[src/rtl/cnt_updown_mod.sv]
// cnt_updown_mod: parameterised up/down/bounce counter with parallel load.
//
// The counter runs over 0 .. MAX_VAL. Up and down modes either wrap at
// the bounds or stick there (SATURATE). Bounce mode ping-pongs between
// the bounds and ignores SATURATE. The current direction is kept in the
// 'dir' register, which is also the only piece of control state the block
// has, so it is exposed directly as an output.
//
// Priority on every rising clock edge: reset (asynchronous, active low),
// then load, then en. In modes 00 and 01 'dir' follows the mode on every
// clock edge, whatever en and load are doing. In mode 10 it flips only
// when a bound is hit. In mode 11 it holds.
//
// tc is registered. It pulses for one cycle each time a bound event is
// taken. It stays high while the counter sits saturated with en=1.

module cnt_updown_mod #(
    parameter int WIDTH    = 4,
    parameter int MAX_VAL  = 15,
    parameter bit SATURATE = 1'b0
) (
    input  logic             clk,
    input  logic             reset,
    input  logic             en,
    input  logic [1:0]       mode,
    input  logic             load,
    input  logic [WIDTH-1:0] din,
    output logic [WIDTH-1:0] count,
    output logic             dir,
    output logic             tc
);

    // Counting modes as presented on the 'mode' input.
    localparam logic [1:0] MODE_DOWN   = 2'b00;
    localparam logic [1:0] MODE_UP     = 2'b01;
    localparam logic [1:0] MODE_BOUNCE = 2'b10;
    localparam logic [1:0] MODE_HOLD   = 2'b11;

    // Bound constants sized to the counter.
    localparam logic [WIDTH-1:0] MAX_C  = WIDTH'(MAX_VAL);
    localparam logic [WIDTH-1:0] ZERO_C = '0;
    localparam logic [WIDTH-1:0] ONE_C  = WIDTH'(1);

    logic [WIDTH-1:0] load_val;
    logic [WIDTH-1:0] count_inc;
    logic [WIDTH-1:0] count_dec;
    logic [WIDTH-1:0] count_nxt;
    logic             at_max;
    logic             at_min;
    logic             bounce_turn;
    logic             dir_nxt;
    logic             tc_nxt;

    // Clamp the load value so the count can never exceed MAX_VAL.
    always_comb begin
        load_val = (din > MAX_C) ? MAX_C : din;
    end

    // Bound detection and the plain +1 / -1 neighbours of the count.
    // The neighbours are only selected away from the bounds, so they
    // never need to wrap on their own.
    always_comb begin
        at_max    = (count == MAX_C);
        at_min    = (count == ZERO_C);
        count_inc = count + ONE_C;
        count_dec = count - ONE_C;
    end

    // Bounce turns around when it reaches the bound it is heading for.
    always_comb begin
        bounce_turn = dir ? at_max : at_min;
    end

    // Next count and terminal-count flag. Load wins over en; with neither
    // asserted the count holds and tc drops.
    always_comb begin
        count_nxt = count;
        tc_nxt    = 1'b0;
        if (load) begin
            count_nxt = load_val;
        end else if (en) begin
            case (mode)
                MODE_UP: begin
                    if (at_max) begin
                        tc_nxt    = 1'b1;
                        count_nxt = SATURATE ? count : ZERO_C;
                    end else begin
                        count_nxt = count_inc;
                    end
                end
                MODE_DOWN: begin
                    if (at_min) begin
                        tc_nxt    = 1'b1;
                        count_nxt = SATURATE ? count : MAX_C;
                    end else begin
                        count_nxt = count_dec;
                    end
                end
                MODE_BOUNCE: begin
                    if (dir) begin
                        if (at_max) begin
                            tc_nxt    = 1'b1;
                            count_nxt = MAX_C - ONE_C;
                        end else begin
                            count_nxt = count_inc;
                        end
                    end else begin
                        if (at_min) begin
                            tc_nxt    = 1'b1;
                            count_nxt = ONE_C;
                        end else begin
                            count_nxt = count_dec;
                        end
                    end
                end
                MODE_HOLD: begin
                    count_nxt = count;
                end
                default: begin
                    count_nxt = count;
                end
            endcase
        end
    end

    // Next direction. Up and down modes force dir every edge. Bounce flips
    // it only on a counted bound hit. A load in bounce mode leaves it alone.
    always_comb begin
        dir_nxt = dir;
        case (mode)
            MODE_UP:     dir_nxt = 1'b1;
            MODE_DOWN:   dir_nxt = 1'b0;
            MODE_BOUNCE: begin
                if (!load && en && bounce_turn) begin
                    dir_nxt = ~dir;
                end
            end
            default:     dir_nxt = dir;
        endcase
    end

    // State registers; reset forces the idle state immediately.
    always_ff @(posedge clk or negedge reset) begin
        if (!reset) begin
            count <= ZERO_C;
            dir   <= 1'b1;
            tc    <= 1'b0;
        end else begin
            count <= count_nxt;
            dir   <= dir_nxt;
            tc    <= tc_nxt;
        end
    end

endmodule

[config.mk]
export PLATFORM = sky130hd
export DESIGN_NAME = cnt_updown_mod
export DESIGN_NICKNAME = d
export VERILOG_FILES = /design/src/rtl/cnt_updown_mod.sv
export SDC_FILE = /design/constraint.sdc
export NUM_CORES = 1
export LEC_CHECK = 0
export CAP_MARGIN = 20
export CORE_UTILIZATION = 38
export DETAILED_ROUTE_END_ITERATION = 10
export PLACE_DENSITY = 0.67
export SETUP_SLACK_MARGIN = 0.1
export SYNTH_ARGS = -nofsm -noshare
export SYNTH_HDL_FRONTEND = slang
export SYNTH_SLANG_ARGS = --single-unit
[constraint.sdc]
create_clock -name clk -period 2.3 [get_ports clk]
set_input_delay 0.23 -clock clk [delete_from_list [all_inputs] [get_ports clk]]
set_output_delay 0.23 -clock clk [all_outputs]
set_load 0.01 [all_outputs]
==> results.json <==
{
  "clk_pin_slew_worst_paths_ps": 60,
  "dieHeight_um": 43.02,
  "clock_latency_ps": 270,
  "vdd_drop_max_mv": 0.3018,
  "drc": 0,
  "synth_edf_count": 0,
  "ys_warn_count": 0,
  "first_global_vias": 587,
  "r2r-start": "count[1]",
  "regArea_um2": 151.4,
  "synth_flop_cell": "dfrtp_1",
  "seq_area_frac_synth_pct": 23.68,
  "port_buffers": 15,
  "die_area_um2": 1851,
  "grt-ovfl-total": 0,
  "place.gp.congestion": 0.8550,
  "initial_core_util_pct": 41.48,
  "cts_resized": 0,
  "numCtsBuffers": 3,
  "hold_viol_final": 0,
  "antenna_found_initial": 0,
  "r2r_end": "tc",
  "fin_crit_sh_pct": 83.05,
  "cp-end-kind": "flip-flop",
  "drive_gt1_share_pct": 7.216,
  "drt-total-wl_mm": 1.636,
  "multi_input_area_um2": 447.9,
  "dp_cells": 109,
  "ys_ff_latch": 6,
  "antennaDiodeCount": 0,
  "die_w_um": 43.02,
  "worst_ep_arrival_time_ps": 2100,
  "io_pins": 16,
  "final_antenna_net_count": 0,
  "cts_tree": "yes",
  "setup-violations-final": 0,
  "required_ps": 2490,
  "fin_ws_ps": 389.8,
  "dpl.hpwl_mm": 1.199,
  "finish.net_count": 110,
  "pwr_density_cell_nw_per_um2": 526.8,
  "tightest_slew_ps": 488.1,
  "cts_setup_buffers": 0,
  "final_cell_count_no_fill": 113,
  "vias": 681,
  "ys_types": 37,
  "wire_per_inst_um": 14.48,
  "grt_pass1_wl_mm": 2.697,
  "rows": 14,
  "power.leakage_uw": 0.0003142,
  "synthCells": 84,
  "hold_buffers": 0,
  "max_freq_mhz": 523.5,
  "grt_max_degree": 17,
  "fillCellCount": 154,
  "root_buffer": "clkbuf_4",
  "relSlewSlack_pct": 67.46,
  "clock-sinks": 6,
  "rsz0062_at_grt": "no",
  "areaGrowthSynthToFinish_pct": 27.40,
  "htreeDepth": 1,
  "startpoint_type": "flip-flop",
  "status": "complete, no violations",
  "core_area_um2": 1541,
  "synth_fp_nets": 96,
  "avgSynthCellArea_um2": 7.611,
  "drv_slew": 0,
  "viasPerCell": 6.027,
  "first_pass_iters": 4,
  "post-place-ws_ps": 434.6,
  "reg2regPathDepth": 6,
  "syn_area_um2": 639.4,
  "holdCritPathClass": "in -> async",
  "fin_area_um2": 814.5,
  "ys_async_sr_fraction_pct": 100.0,
  "rrSetupSlack_ps": 390,
  "place_area_um2": 788.3,
  "drtIter0Drc": 18,
  "fin_setup_tns_ps": 0,
  "worst_clock_skew_ps": 18.42,
  "grt_usage_pct": 19.70,
  "path_max_fanout": 8,
  "cts_buffer_depth": 2,
  "period_minus_slack_ps": 1910,
  "maxCapViolCount": 0,
  "critPathKind": "reg -> reg"
}
[worst max path at each step]
stage / from / to / slack [ps] / depth (start not counted)
6_report: count[1] / tc / 390 / 6
5_1_grt: count[1] / tc / 300 / 6
4_1_cts: count[1] / tc / 400 / 6
3_5_place_dp: count[1] / tc / 430 / 6
3_3_place_gp: mode[1] / count[1] / 480 / 5
2_1_floorplan: count[0] / tc / 520 / 6
[critical path, cell delays in order (launching register included)]
cell and delay [ps]:
dfrtp_1 470, inv_1 120, ha_1 280, or3b_4 430
mux2_2 270, o22a_1 170, nor2_1 80
[metal layers]
metal / GRT usage, % / wire [um] / part of all wire, %
met4: 9.091 / 20 / 1.2
met3: 2.553 / 83 / 5.1
met2: 30.00 / 750 / 46
met1: 27.49 / 781 / 48
met5: 0 / 0 / 0
[per-stage QoR]
| step | hold WS, ps | util [%] | total power [uW] |
|---|---|---|---|
| 2_1_floorplan | -65.59 | - | 247.3 |
| 3_3_place_gp | 501.7 | 51.14 | 307.8 |
| 3_5_place_dp | 514.0 | 51.14 | 310.0 |
| 4_1_cts | 229.4 | 52.84 | 429.5 |
| 5_1_grt | 226.3 | 52.84 | 457.9 |
| 6_report | 208.0 | 52.84 | 429.1 |
[power breakdown]
group	switching (uW)	total, uW	internal (uW)
logic	72.8	159	86.2
registers	32.3	150	118
clock network	53.3	120	66.7
total	158	429	271
[flip-flops by register name (all words and copies together) (netlist names)]
register,flops
count,4
tc,1
dir,1
[logic make-up (layout without fill, tap and decap cells)]
family | Yosys count | after routing | synth area share, %
AOI/OAI and AO/OA | 27 | 27 | 29.75
adders and majority gates | 2 | 2 | 3.913
DFF | 6 | 6 | 23.68
muxes | 2 | 2 | 3.327
xor gates and xnor gates | 2 | 2 | 2.740
and+or+nand+nor | 35 | 35 | 30.33
buffers and inverters | 10 | 23 | 6.262
[cells in the final DEF, fill, tap and decap left out, drive strengths merged, types with 2 or more instances in the layout]
cell type	n
nand2b	2
o2111ai	2
nor2	6
a21oi	3
nand2	8
a211oi	2
dfrtp	5
o22a	2
ha	2
nor3b	3
clkdlybuf4s50	15
o21ai	7
clkbuf	4
a211o	2
a21o	2
nand3	3
xor2	2
inv	3
nor2b	4
nor3	3
[cell usage after synthesis, types with 3 or more instances]
| cell | count | area share, % |
|---|---|---|
| a21oi_1 | 3 | 2.3 |
| nand3_1 | 3 | 2.3 |
| clkbuf_1 | 5 | 2.9 |
| nand2_1 | 8 | 4.7 |
| nor2_1 | 6 | 3.5 |
| nor3_1 | 3 | 2.3 |
| dfrtp_1 | 5 | 20 |
| nor3b_1 | 3 | 3.5 |
| inv_1 | 3 | 1.8 |
| o21ai_0 | 5 | 3.9 |
| nor2b_1 | 4 | 3.9 |
[final cells by class]
cell class              count  area share [%]
multi-input cells          68           54.99
flip-flops and latches      6           18.59
inverters                   3           1.382
repair buffers             16           19.35
clock buffers               4           3.226
well taps                  16           2.458
No activity file was read; power rests on OpenSTA's default activity.
